File: src/rtl/image_pkg.sv
// Shared types and defaults for the image buffer consumers: window tags,
// fetch FSM encoding and the buffer address width helper.
package image_pkg;

  localparam int DEF_IMG_WIDTH  = 45;
  localparam int DEF_IMG_HEIGHT = 45;
  localparam int DEF_WIN_SIZE   = 24;
  localparam int W_COORD        = 16;

  function automatic int addr_width(input int w, input int h);
    return (w * h > 1) ? $clog2(w * h) : 1;
  endfunction

  // Coordinates are carried at a fixed width; consumers slice to their port width.
  typedef struct packed {
    logic               sow;
    logic               eow;
    logic [W_COORD-1:0] win_x;
    logic [W_COORD-1:0] win_y;
  } win_tag_t;

  typedef enum logic [1:0] {IDLE, ISSUE, DRAIN} fetch_state_t;

endpackage

File: src/rtl/sync_fifo.sv
// Small synchronous FIFO with valid/ready on both sides; storage is reset so
// the read port never shows X.
module sync_fifo #(
  parameter int DEPTH = 2,
  parameter int WIDTH = 8
) (
  input  logic             clk,
  input  logic             rst,
  input  logic             in_valid,
  output logic             in_ready,
  input  logic [WIDTH-1:0] in_data,
  output logic             out_valid,
  input  logic             out_ready,
  output logic [WIDTH-1:0] out_data
);

  localparam int W_PTR = (DEPTH > 1) ? $clog2(DEPTH) : 1;
  localparam int W_CNT = $clog2(DEPTH + 1);

  logic [DEPTH-1:0][WIDTH-1:0] mem;
  logic [W_PTR-1:0]            wr_ptr, rd_ptr;
  logic [W_CNT-1:0]            count;
  logic                        push, pop;

  assign in_ready  = (count != W_CNT'(DEPTH));
  assign out_valid = (count != '0);
  assign push      = in_valid & in_ready;
  assign pop       = out_valid & out_ready;
  assign out_data  = mem[rd_ptr];

  always_ff @(posedge clk or negedge rst) begin
    if (!rst) begin
      mem    <= '0;
      wr_ptr <= '0;
      rd_ptr <= '0;
      count  <= '0;
    end else begin
      if (push) begin
        mem[wr_ptr] <= in_data;
        wr_ptr      <= (wr_ptr == W_PTR'(DEPTH - 1)) ? '0 : wr_ptr + W_PTR'(1);
      end
      if (pop)
        rd_ptr <= (rd_ptr == W_PTR'(DEPTH - 1)) ? '0 : rd_ptr + W_PTR'(1);
      case ({push, pop})
        2'b10:   count <= count + W_CNT'(1);
        2'b01:   count <= count - W_CNT'(1);
        default: count <= count;
      endcase
    end
  end

endmodule

File: src/rtl/window_fetch.sv
// Scans every WIN_SIZE x WIN_SIZE window of the resident frame, issues one
// buffer read per window pixel under credit control, and re-streams the pixels tagged.
module window_fetch
  import image_pkg::*;
#(
  parameter int  W_DATA     = 8,
  parameter int  IMG_WIDTH  = DEF_IMG_WIDTH,
  parameter int  IMG_HEIGHT = DEF_IMG_HEIGHT,
  parameter int  WIN_SIZE   = DEF_WIN_SIZE,
  parameter int  STEP       = 1,
  parameter int  RD_LAT     = 1,
  localparam int W_ADDR     = addr_width(IMG_WIDTH, IMG_HEIGHT),
  localparam int W_X        = $clog2(IMG_WIDTH),
  localparam int W_Y        = $clog2(IMG_HEIGHT)
) (
  input  logic              clk,
  input  logic              rst,
  input  logic              start_valid,
  output logic              start_ready,
  output logic              addr_valid,
  input  logic              addr_ready,
  output logic [W_ADDR-1:0] addr_data,
  input  logic              pix_valid,
  output logic              pix_ready,
  input  logic [W_DATA-1:0] pix_data,
  output logic              dout_valid,
  input  logic              dout_ready,
  output logic [W_DATA-1:0] dout_data,
  output logic              dout_sow,
  output logic              dout_eow,
  output logic [W_X-1:0]    dout_win_x,
  output logic [W_Y-1:0]    dout_win_y,
  output logic              done
);

  localparam int DEPTH  = RD_LAT + 1;
  localparam int W_CRED = $clog2(DEPTH + 1);
  localparam int W_P    = $clog2(WIN_SIZE + 1);
  localparam int W_FIFO = W_DATA + $bits(win_tag_t);

  localparam logic [W_P-1:0]    P_LAST      = W_P'(WIN_SIZE - 1);
  localparam logic [W_X-1:0]    X_LAST      = W_X'(((IMG_WIDTH - WIN_SIZE) / STEP) * STEP);
  localparam logic [W_Y-1:0]    Y_LAST      = W_Y'(((IMG_HEIGHT - WIN_SIZE) / STEP) * STEP);
  localparam logic [W_ADDR-1:0] ROW_INC     = W_ADDR'(IMG_WIDTH);
  localparam logic [W_ADDR-1:0] WIN_ROW_INC = W_ADDR'(STEP * IMG_WIDTH);

  fetch_state_t      state, state_nxt;
  logic [W_X-1:0]    win_x;
  logic [W_Y-1:0]    win_y;
  logic [W_P-1:0]    px, py;
  logic [W_ADDR-1:0] row_base, win_base;
  logic [W_CRED-1:0] cred;
  logic [RD_LAT:1]   vld_pipe;
  win_tag_t          tag_pipe [1:RD_LAT];
  win_tag_t          cur_tag, out_tag;
  logic              take, ret, last_addr, start_go;
  logic              fifo_in_valid, fifo_in_ready;
  logic [W_FIFO-1:0] fifo_in_data, fifo_out_data;
  logic              unused_tag_hi;

  assign start_ready = rst & (state == IDLE);
  assign pix_ready   = rst;
  assign start_go    = start_valid & start_ready;

  assign take      = addr_valid & addr_ready;
  assign ret       = dout_valid & dout_ready;
  assign last_addr = (px == P_LAST) && (py == P_LAST) && (win_x == X_LAST) && (win_y == Y_LAST);

  // A credit returning this cycle may be spent immediately; this keeps one
  // pixel per cycle with only RD_LAT+1 slots, and once raised addr_valid
  // cannot drop because an unspent return always lands in cred.
  assign addr_valid = (state == ISSUE) && ((cred != '0) || ret);
  assign addr_data  = row_base + W_ADDR'(win_x) + W_ADDR'(px);

  always_comb begin
    cur_tag       = '0;
    cur_tag.sow   = (px == '0) && (py == '0);
    cur_tag.eow   = (px == P_LAST) && (py == P_LAST);
    cur_tag.win_x = W_COORD'(win_x);
    cur_tag.win_y = W_COORD'(win_y);
  end

  always_ff @(posedge clk or negedge rst) begin
    if (!rst) state <= IDLE;
    else      state <= state_nxt;
  end

  always_comb begin
    state_nxt = state;
    done      = 1'b0;
    unique case (state)
      IDLE:    if (start_go) state_nxt = ISSUE;
      ISSUE:   if (take && last_addr) state_nxt = DRAIN;
      DRAIN:   if (!dout_valid && (vld_pipe == '0)) begin
                 state_nxt = IDLE;
                 done      = 1'b1;
               end
      default: state_nxt = IDLE;
    endcase
  end

  // Address walk: row_base tracks (win_y+py)*IMG_WIDTH by accumulation.
  always_ff @(posedge clk or negedge rst) begin
    if (!rst) begin
      px <= '0; py <= '0; win_x <= '0; win_y <= '0;
      row_base <= '0; win_base <= '0;
    end else if (start_go || (take && last_addr)) begin
      px <= '0; py <= '0; win_x <= '0; win_y <= '0;
      row_base <= '0; win_base <= '0;
    end else if (take) begin
      if (px != P_LAST) begin
        px <= px + W_P'(1);
      end else begin
        px <= '0;
        if (py != P_LAST) begin
          py       <= py + W_P'(1);
          row_base <= row_base + ROW_INC;
        end else begin
          py <= '0;
          if (win_x != X_LAST) begin
            win_x    <= win_x + W_X'(STEP);
            row_base <= win_base;
          end else begin
            win_x    <= '0;
            win_y    <= win_y + W_Y'(STEP);
            win_base <= win_base + WIN_ROW_INC;
            row_base <= win_base + WIN_ROW_INC;
          end
        end
      end
    end
  end

  always_ff @(posedge clk or negedge rst) begin
    if (!rst)               cred <= W_CRED'(DEPTH);
    else if (take && !ret)  cred <= cred - W_CRED'(1);
    else if (ret && !take)  cred <= cred + W_CRED'(1);
  end

  // Tags ride alongside the read so they meet their pixel at the FIFO input.
  always_ff @(posedge clk or negedge rst) begin
    if (!rst) begin
      vld_pipe <= '0;
      for (int k = 1; k <= RD_LAT; k++) tag_pipe[k] <= '0;
    end else begin
      vld_pipe[1] <= take;
      tag_pipe[1] <= cur_tag;
      for (int k = 2; k <= RD_LAT; k++) begin
        vld_pipe[k] <= vld_pipe[k-1];
        tag_pipe[k] <= tag_pipe[k-1];
      end
    end
  end

  assign fifo_in_valid = pix_valid & vld_pipe[RD_LAT];
  assign fifo_in_data  = {tag_pipe[RD_LAT], pix_data};

  sync_fifo #(.DEPTH(DEPTH), .WIDTH(W_FIFO)) u_ret_fifo (
    .clk       (clk),
    .rst       (rst),
    .in_valid  (fifo_in_valid),
    .in_ready  (fifo_in_ready),
    .in_data   (fifo_in_data),
    .out_valid (dout_valid),
    .out_ready (dout_ready),
    .out_data  (fifo_out_data)
  );

  assign {out_tag, dout_data} = fifo_out_data;
  assign dout_sow      = dout_valid & out_tag.sow;
  assign dout_eow      = dout_valid & out_tag.eow;
  assign dout_win_x    = out_tag.win_x[W_X-1:0];
  assign dout_win_y    = out_tag.win_y[W_Y-1:0];
  assign unused_tag_hi = ^{out_tag.win_x[W_COORD-1:W_X], out_tag.win_y[W_COORD-1:W_Y]};

  a_pix_expected: assert property (@(posedge clk) disable iff (!rst) pix_valid |-> vld_pipe[RD_LAT]);
  a_fifo_room:    assert property (@(posedge clk) disable iff (!rst) fifo_in_valid |-> fifo_in_ready);

endmodule

File: config.mk
export PLATFORM = sky130hd
export DESIGN_NAME = window_fetch
export DESIGN_NICKNAME = d
export VERILOG_FILES = /design/src/rtl/image_pkg.sv /design/src/rtl/sync_fifo.sv /design/src/rtl/window_fetch.sv
export SDC_FILE = /design/constraint.sdc
export NUM_CORES = 1
export LEC_CHECK = 0
export ABC_CLOCK_PERIOD_IN_PS = 6600
export BUFFER_PORTS_ARGS = -buffer_cell sky130_fd_sc_hd__buf_2
export CORE_AREA = 10 10 136 100
export DETAILED_ROUTE_END_ITERATION = 10
export DIE_AREA = 0 0 146 110
export HOLD_SLACK_MARGIN = 0.15
export PLACE_DENSITY_LB_ADDON = 0.15
export REMOVE_ABC_BUFFERS = 1
export SYNTH_ARGS = -nofsm -noshare
export SYNTH_HDL_FRONTEND = slang
export SYNTH_SLANG_ARGS = --single-unit
File: constraint.sdc
create_clock -name clk -period 6.6 [get_ports clk]
set_input_delay 0.99 -clock clk [delete_from_list [all_inputs] [get_ports clk]]
set_output_delay 0.99 -clock clk [all_outputs]
set_load 0.03 [all_outputs]
# Yosys cells after proc, flatten, opt, wreduce, memory -nomap -nowiden
# Cells that the tools add are included.
dict set report totals {
  ff_bits 151
  inputBits 14
  out_inout_bits 38
  word_cells 131
}
dict set report classes {
  n_addsub 14
  n_lt_le_gt_ge 3
  n_eq_ne 18
  muxes 42
  bitwise_logic 9
  n_reduce_logical 27
}
# cell count
set op_table {}
lappend op_table {{2-to-1 mux 42 bit} 3}
lappend op_table {{2-to-1 mux 11 bit} 9}
lappend op_table {{bitwise mux 84 bit} 1}
lappend op_table {{2-to-1 mux 6 bit} 10}
lappend op_table {{demux 42 bit (select 1 bit)} 1}
lappend op_table {{2-to-1 mux 5 bit} 7}
lappend op_table {{adder 11 x 6 -> 11 bit (second input constant)} 2}
lappend op_table {{adder 6 x 1 -> 6 bit (second input constant)} 2}
lappend op_table {{equality test 6 x 5 -> 1 bit (second input constant)} 2}
lappend op_table {{!= test 2 bit (second input constant)} 6}
lappend op_table {{adder 11 x 5 -> 11 bit} 1}
lappend op_table {{adder 11 x 6 -> 11 bit} 1}
lappend op_table {{adder 5 x 1 -> 5 bit (second input constant)} 2}
lappend op_table {{equality test 5 bit (second input constant)} 2}
lappend op_table {{logical AND 1 bit} 10}
lappend op_table {{zero test 5 bit} 2}
lappend op_table {{2-to-1 mux 2 bit} 5}
lappend op_table {{!= test 5 bit (second input constant)} 2}
lappend op_table {{nonzero test 2 bit} 5}
lappend op_table {{bitwise AND 1 bit} 8}
lappend op_table {{!= test 6 x 5 -> 1 bit (second input constant)} 1}
lappend op_table {{case mux 2 bit (3 select lines)} 1}
lappend op_table {{AND reduction 3 bit} 2}
lappend op_table {{adder 2 x 1 -> 2 bit (second input constant)} 2}
lappend op_table {{15 further kinds} 26}

# Logic depth before layout (Yosys ltp)
# Gate-level depths: netlist of run 1.
dict set report depth {
  depth_word 9
  depth_mapped 11
  ltp_nobuf 11
}

# By module
# A second synthesis of run 1 with hierarchy kept.
dict set report unflattened {
  hier_cells 645
  hier_area_um2 8012.7
}
# module instances cells_per_inst area_per_inst_um2 seq_area_each_um2
set modules_own_cells {}
lappend modules_own_cells {sync_fifo 1 242 4237.8 2202.1}
lappend modules_own_cells {window_fetch 1 403 3774.9 1577.8}

# Least setup slack after synthesis of run 1
# OpenSTA, ideal clock, no wires.
dict set report synth_timing {
  path_kind {register -> output}
  startpoint {register px[1]}
  endpoint {output addr_data[9]}
  arrival_ps 2626
  required_time_ps 5610
  setup_slack_ps 2984
  stages_incl_launch_ff 10
  n_path_buf 0
  cell_sequence {dfrtp_1 fa_1 ha_1 inv_1 fa_1 nor2b_1 o21ai_0 a21boi_0 or4b_2 nand3_1}
}
dict set report synth_via {
  elab_chain_cells 1
}
# element line
set synth_lines {}
lappend synth_lines {{from (decl)} window_fetch.sv:50} ;# logic [W_P-1:0] px, py;
lappend synth_lines {{from (signal assigned)} window_fetch.sv:112} ;# px <= px + W_P'(1);
lappend synth_lines {{adder 11 x 5 -> 11 bit} window_fetch.sv:73} ;# assign addr_data = row_base + W_ADDR'(win_x) + W_ADDR'(px);
lappend synth_lines {{to (decl)} window_fetch.sv:22} ;# output logic [W_ADDR-1:0] addr_data,
# No other way between the ends.

# Worst setup path in the final report of run 1
dict set report layout_timing {
  startpoint {register win_x[3]}
  endpoint {output addr_data[9]}
}
dict set report layout_via {
  elab_chain_cells 2
}
# element line
set layout_lines {}
lappend layout_lines {{from (decl)} window_fetch.sv:48} ;# logic [W_X-1:0] win_x;
lappend layout_lines {{from (signal assigned)} window_fetch.sv:121} ;# win_x <= win_x + W_X'(STEP);
lappend layout_lines {{adder 11 x 6 -> 11 bit} window_fetch.sv:73}
lappend layout_lines {{adder 11 x 5 -> 11 bit} window_fetch.sv:73}
# No other way between the ends.

==> flow_summary.ini, run 1 <==
[status]
status = complete, no violations

[timing]
fmax_mhz = 221
tightest_slew_ns = 1.08
final.setup.tns_ns = 0
period_share_pct = 68.5
final_hold_viol_count = 0
rsz0062_at_grt = false
skew_ns = 0.0111
fin_crit_ns = 4.52
setup_violations = 0
whs_ns = 0.455
drv_slew = 0
max-slew-margin-rel_pct = 28.0

[logic_synthesis]
syn_inst = 550
synth_edf_count = 0
synth.most_common_cell = dfrtp_1
synth_area_um2 = 5920
yosys.area.top_type = dfrtp_1
yosys_warnings = 0
synth_top_area_share_pct = 46.5
seq_area_frac_synth_pct = 46.9
synth.avg_cell_area_um2 = 10.8
ys_ff_latch = 111
synthArstFlopShare_pct = 100
synth_cell_type_count = 69
synth_flop_cell = dfrtp_1
synth_area_leaders = dfrtp_1, mux2_2, ha_1
yosys-top-cells-count = dfrtp_1, mux2_2, o21ai_0

[final_layout]
synthToLayoutAreaGrowth_pct = 11.1
fill_cells = 938
fin_util_pct = 60.2
nNetsFinal = 629
drive_gt1_share_pct = 24.9
diodes = 0
finalNonFillerCells = 748

[worst_hold_path]
hold_depth = 0
hold_class = flip-flop to flip-flop

[grt]
grt-busiest-layer = met2
grt_start_max_net_pins = 65
grt.overflow.total = 0
grtUsageMet3_pct = 4.60
met1_usage_pct = 23.9
antenna_found_initial = 0
grt_pass1_wl_um = 22700
grt_pass1_vias = 4423
grt_usage_pct = 17.4
grt_util_met2_pct = 27.2

[setup_path]
cp_num_cells = 8
cp-start-kind = flip-flop
cpLargestDelayFamily = simple AND/OR/NAND/NOR gates
cp.required_ns = 5.61
cpPeakStageDelay_ns = 0.66
critPathCaptureType = output port
path_buf_inv = 1
slowest_stage = or4b_2
crit_fanout = 15
crit_chain = fa_1 > ha_1 > nor2b_1 > o21ai_0 > a21boi_0 > or4b_2 > nand3_1 > buf_2
cp_data_arrival_time_ns = 3.53
critPathKind = flip-flop to output port
worstRegToRegCells = 6

[placed_design]
gp_congestion = 0.900
dp_hpwl_um = 9690
dp.cells = 732
port_buffers = 51

[cts]
clock_sinks = 111
cts_hold_buf = 0
insertion_delay_ns = 0.35
cts_tree = done
cts_resized = 0
cts_buffer_depth = 2
numCtsBuffers = 9
htree_levels = 3
clkSlewWorstSetupHoldPaths_ns = 0.08
root_buffer = clkbuf_16
post-cts-setup-buffers = 0

[floorplanning]
dieArea_um2 = 16100
core_area_um2 = 10900
chipWidth_um = 146
core.rowCount = 32
ioPinCount = 52
die_h_um = 110
initial_core_util_pct = 54.2

[power_and_ir_drop]
p_leak_uw = 0.00317
power_switching_share_pct = 36.8
p_seq_share_pct = 42.4
powerDensity_nw_per_um2 = 322
p_comb_share_pct = 32.3
internal-power_uw = 1340
pwr-share-clk_pct = 25.4
irDropWorstVdd_mv = 0.180
p_switching_uw = 780

[route]
drt-total-wl_um = 13600
wire_per_inst_um = 18.2
drc = 0
drt-pass1-iter-count = 5
avgViaCountPerCell = 5.83
vias = 4363
drt_iter0_markers = 306
ant_nets = 0

[job]
drv_cap = 0
## power groups by stage
stage               sequential [uW]  combinational, uW  clock (uW)
floorplan                       876                526           0
global placement                901                674           0
detailed placement              912                690           0
CTS                             898                692         553
global route                    914                753         579
finish                          897                683         538
## cell usage in the layout, fill, tap and decap left out, drive strengths merged, types with 8 or more instances in the layout
master	count
dfrtp	110
mux2	65
buf	53
o21ai	37
nor2	36
nand2	33
inv	28
a21oi	27
nand3	19
ha	19
xnor2	15
nor3	9
nand2b	9
clkbuf	9
a211oi	9
xor2	8
## metrics by stage
step | power (uW) | instance area, um^2 | setup slack, ns
final | 2120 | 6580 | 2.08
after CTS | 2140 | 6580 | 2.15
after global placement | 1580 | 6280 | 2.61
after global routing | 2250 | 6580 | 1.88
after detailed placement | 1600 | 6280 | 2.56
after floorplan | 1400 | 5820 | 2.94
## cell families after synthesis
group                      share of synthesized area [%]
AOI/OAI and AO/OA                                   13.3
adders and majority gates                           6.04
xor gates and xnor gates                            3.40
buffers and inverters                               3.27
muxes                                               13.2
DFF                                                 46.9
and+or+nand+nor                                     13.8
## sequential cells by signal, summed over array words and instances, names as in the netlist, 5 cells and up
signal,flops
fifo_in_data,14
win_x,6
win_y,6
row_base,11
px,5
py,5
u_ret_fifo.mem,44
win_base,11
## routing by layer
metal  vias up  part of all wire [%]
li1       2071                     -
met1      2160                    48
met2       122                    45
met3        10                   6.3
met4         0                  0.76
met5         -                     0
## worst register-to-register path, stage by stage (launching register included)
cell	delay (ns)
dfrtp_1	0.38
ha_1	0.24
nand4b_1	0.58
a2111oi_4	1.07
nand2_1	0.37
o211ai_1	0.27
o21ai_0	0.13
## final cells by class
class	count	area, um^2	share of cell area (%)
clock buffer	9	225	3.42
clock inverter	7	71.3	1.08
inverter	24	90.1	1.37
multi-input combinational	391	2950	44.8
sequential	111	2780	42.2
tap	153	191	2.91
timing repair buffer	53	273	4.14
## worst paths after layout
check                                startpoint                             end  slack, ns
hold reg to reg            win_y[4]$_DFFE_PN0P_      fifo_in_data[12]$_DFF_PN0_       0.46
min in group asynchronous                   rst  u_ret_fifo.mem[48]$_DFFE_PN0P_       0.67
max in group asynchronous                   rst  u_ret_fifo.mem[67]$_DFFE_PN0P_       4.69
hold / removal             win_y[4]$_DFFE_PN0P_      fifo_in_data[12]$_DFF_PN0_       0.46
setup / recovery           win_x[3]$_DFFE_PN0P_                    addr_data[9]       2.08
setup reg to reg              py[1]$_DFFE_PN0P_            win_y[3]$_DFFE_PN0P_       3.43
(Power assumes the default switching activity.)
==> run 2: changes to the inputs <==
- ABC_CLOCK_PERIOD_IN_PS: 6600 -> 3800
- CORE_AREA: 10 10 136 100 -> 10 10 137 101
- DIE_AREA: 0 0 146 110 -> 0 0 147 111
- clock period: 6.6 -> 3.8 ns (I/O delays scaled with it)
==> run 2 against run 1 <==
Effect of this change: setup slack worse by 1.9 ns; global-route usage down 0.44 points; total power up 71%; die area up 1.6%; clock skew up 0.0016 ns; via count up 1.6%; combinational power up 71%; clock power up 64%; critical endpoint unchanged; flip-flop and latch count unchanged; sequential power up 74%; final area up 0.67%; hold slack worse by 0.11 ns; highest routed layer unchanged.
==> flow_summary.ini, run 2 (synthesis results as in run 1) <==
[final_layout]
diodes = 0
fill_cells = 956
nNetsFinal = 637
drive_gt1_share_pct = 25.5
mostFrequentLayoutCell = dfrtp_1
largest_reg_flops = 44
synthToLayoutAreaGrowth_pct = 11.8
fin_util_pct = 58.3
layout_common_cells = dfrtp_1, mux2_2, buf_2
max_flop_register = u_ret_fifo.mem

[status]
status = complete, no violations

[timing]
fmax_mhz = 277
final_hold_viol_count = 0
tightest_slew_ns = 1.07
max-slew-margin-rel_pct = 28.4
drv_slew = 0
skew_ns = 0.0127
fin_crit_ns = 3.61
setup_violations = 0
final.setup.tns_ns = 0
rsz0062_at_grt = false
period_share_pct = 95.1

[worst_hold_path]
hold_class = input pin to asynchronous set/reset pin

[floorplanning]
chipWidth_um = 147
die_h_um = 111
dieArea_um2 = 16300
ioPinCount = 52
core_area_um2 = 11400
initial_core_util_pct = 52.2
core.rowCount = 33

[cts]
cts_resized = 0
root_buffer = clkbuf_16
cts_buffer_depth = 2
numCtsBuffers = 9
post-cts-setup-buffers = 0
cts_hold_buf = 0
clock_sinks = 111
cts_tree = done
insertion_delay_ns = 0.35
clkSlewWorstSetupHoldPaths_ns = 0.08
htree_levels = 3

[route]
drt_iter0_markers = 312
drt-pass1-iter-count = 5
wire_per_inst_um = 17.9
drc = 0
vias = 4432
drt-total-wl_um = 13600
ant_nets = 0
avgViaCountPerCell = 5.83

[setup_path]
cp-start-kind = flip-flop
cp_data_arrival_time_ns = 3.04
cp.required_ns = 3.23
critPathKind = flip-flop to output port
critPathCaptureType = output port
crit_fanout = 5

[grt]
grt_usage_pct = 16.9
grt_pass1_wl_um = 23000
grt_start_max_net_pins = 67
grt_pass1_vias = 4424
grt.overflow.total = 0
antenna_found_initial = 0

[power_and_ir_drop]
irDropWorstVdd_mv = 0.331
powerDensity_nw_per_um2 = 545
p_leak_uw = 0.00319

[placed_design]
gp_congestion = 0.868
port_buffers = 51
dp_hpwl_um = 9870

[job]
drv_cap = 0
[run 2: changes by cell type in the layout (fill, tap and decap cells not counted), sizes merged]
cell      before  now
buf           53   61
inv           28   25
clkinv         3    1
clkbuf         9   12
clkinvlp       0    2
[run 2: worst paths after layout]
check	to	slack [ns]	from	cells past startpoint
worst max-delay path	addr_data[9]	0.19	px[1]$_DFFE_PN0P_	10
worst min-delay path	u_ret_fifo.mem[46]$_DFFE_PN0P_	0.35	rst	2
worst max register to register	row_base[0]$_DFFE_PN0P_	1.06	px[1]$_DFFE_PN0P_	6
worst min register to register	fifo_in_data[9]$_DFF_PN0_	0.46	win_y[1]$_DFFE_PN0P_	0
max in group asynchronous	row_base[5]$_DFFE_PN0P_	2.19	rst	3
min in group clk	fifo_in_data[9]$_DFF_PN0_	0.46	win_y[1]$_DFFE_PN0P_	0
[run 2: layout make-up]
type                            instances  area (um^2)  area share (%)
Sequential cell                       111         2780            41.9
Timing Repair Buffer                   61          333            5.02
Multi-Input combinational cell        391         2950            44.6
Clock buffer                           12          246            3.72
Clock inverter                          4         28.8           0.434
Inverter                               24         90.1            1.36
Tap cell                              157          196            2.97
[run 2: power breakdown]
group          internal (uW)  leakage (uW)  switching (uW)
logic                    488       0.00159             683
registers               1360       0.00147             195
clock network            465      0.000129             417
[run 2: worst max-delay path, stage by stage (launching register included)]
cell and delay, ns:
dfrtp_1 0.45, fa_1 0.50, ha_1 0.23, inv_1 0.07
fa_1 0.20, nor2b_1 0.06, o21ai_1 0.16, a21boi_1 0.12
or4b_2 0.62, nand3_1 0.10, buf_2 0.19
[run 2: through the flow]
stage	area [um^2]	power (uW)	hold WS [ns]	instances	setup WS (ns)
2_1_floorplan	5820	2440	0.274	526	0.558
3_3_place_gp	6350	2730	0.433	744	0.512
3_5_place_dp	6350	2770	0.437	744	0.463
4_1_cts	6630	3660	0.374	760	0.0740
5_1_grt	6630	3820	0.398	760	0.0487
6_report	6630	3610	0.349	760	0.187
[run 2: layer usage]
metal,share of wire (%),up-vias,global-route usage [%]
met5,0,-,0
met4,0.76,0,3.56
met3,5.0,12,3.47
li1,-,2085,-
met2,45,120,24.9
met1,49,2215,25.0
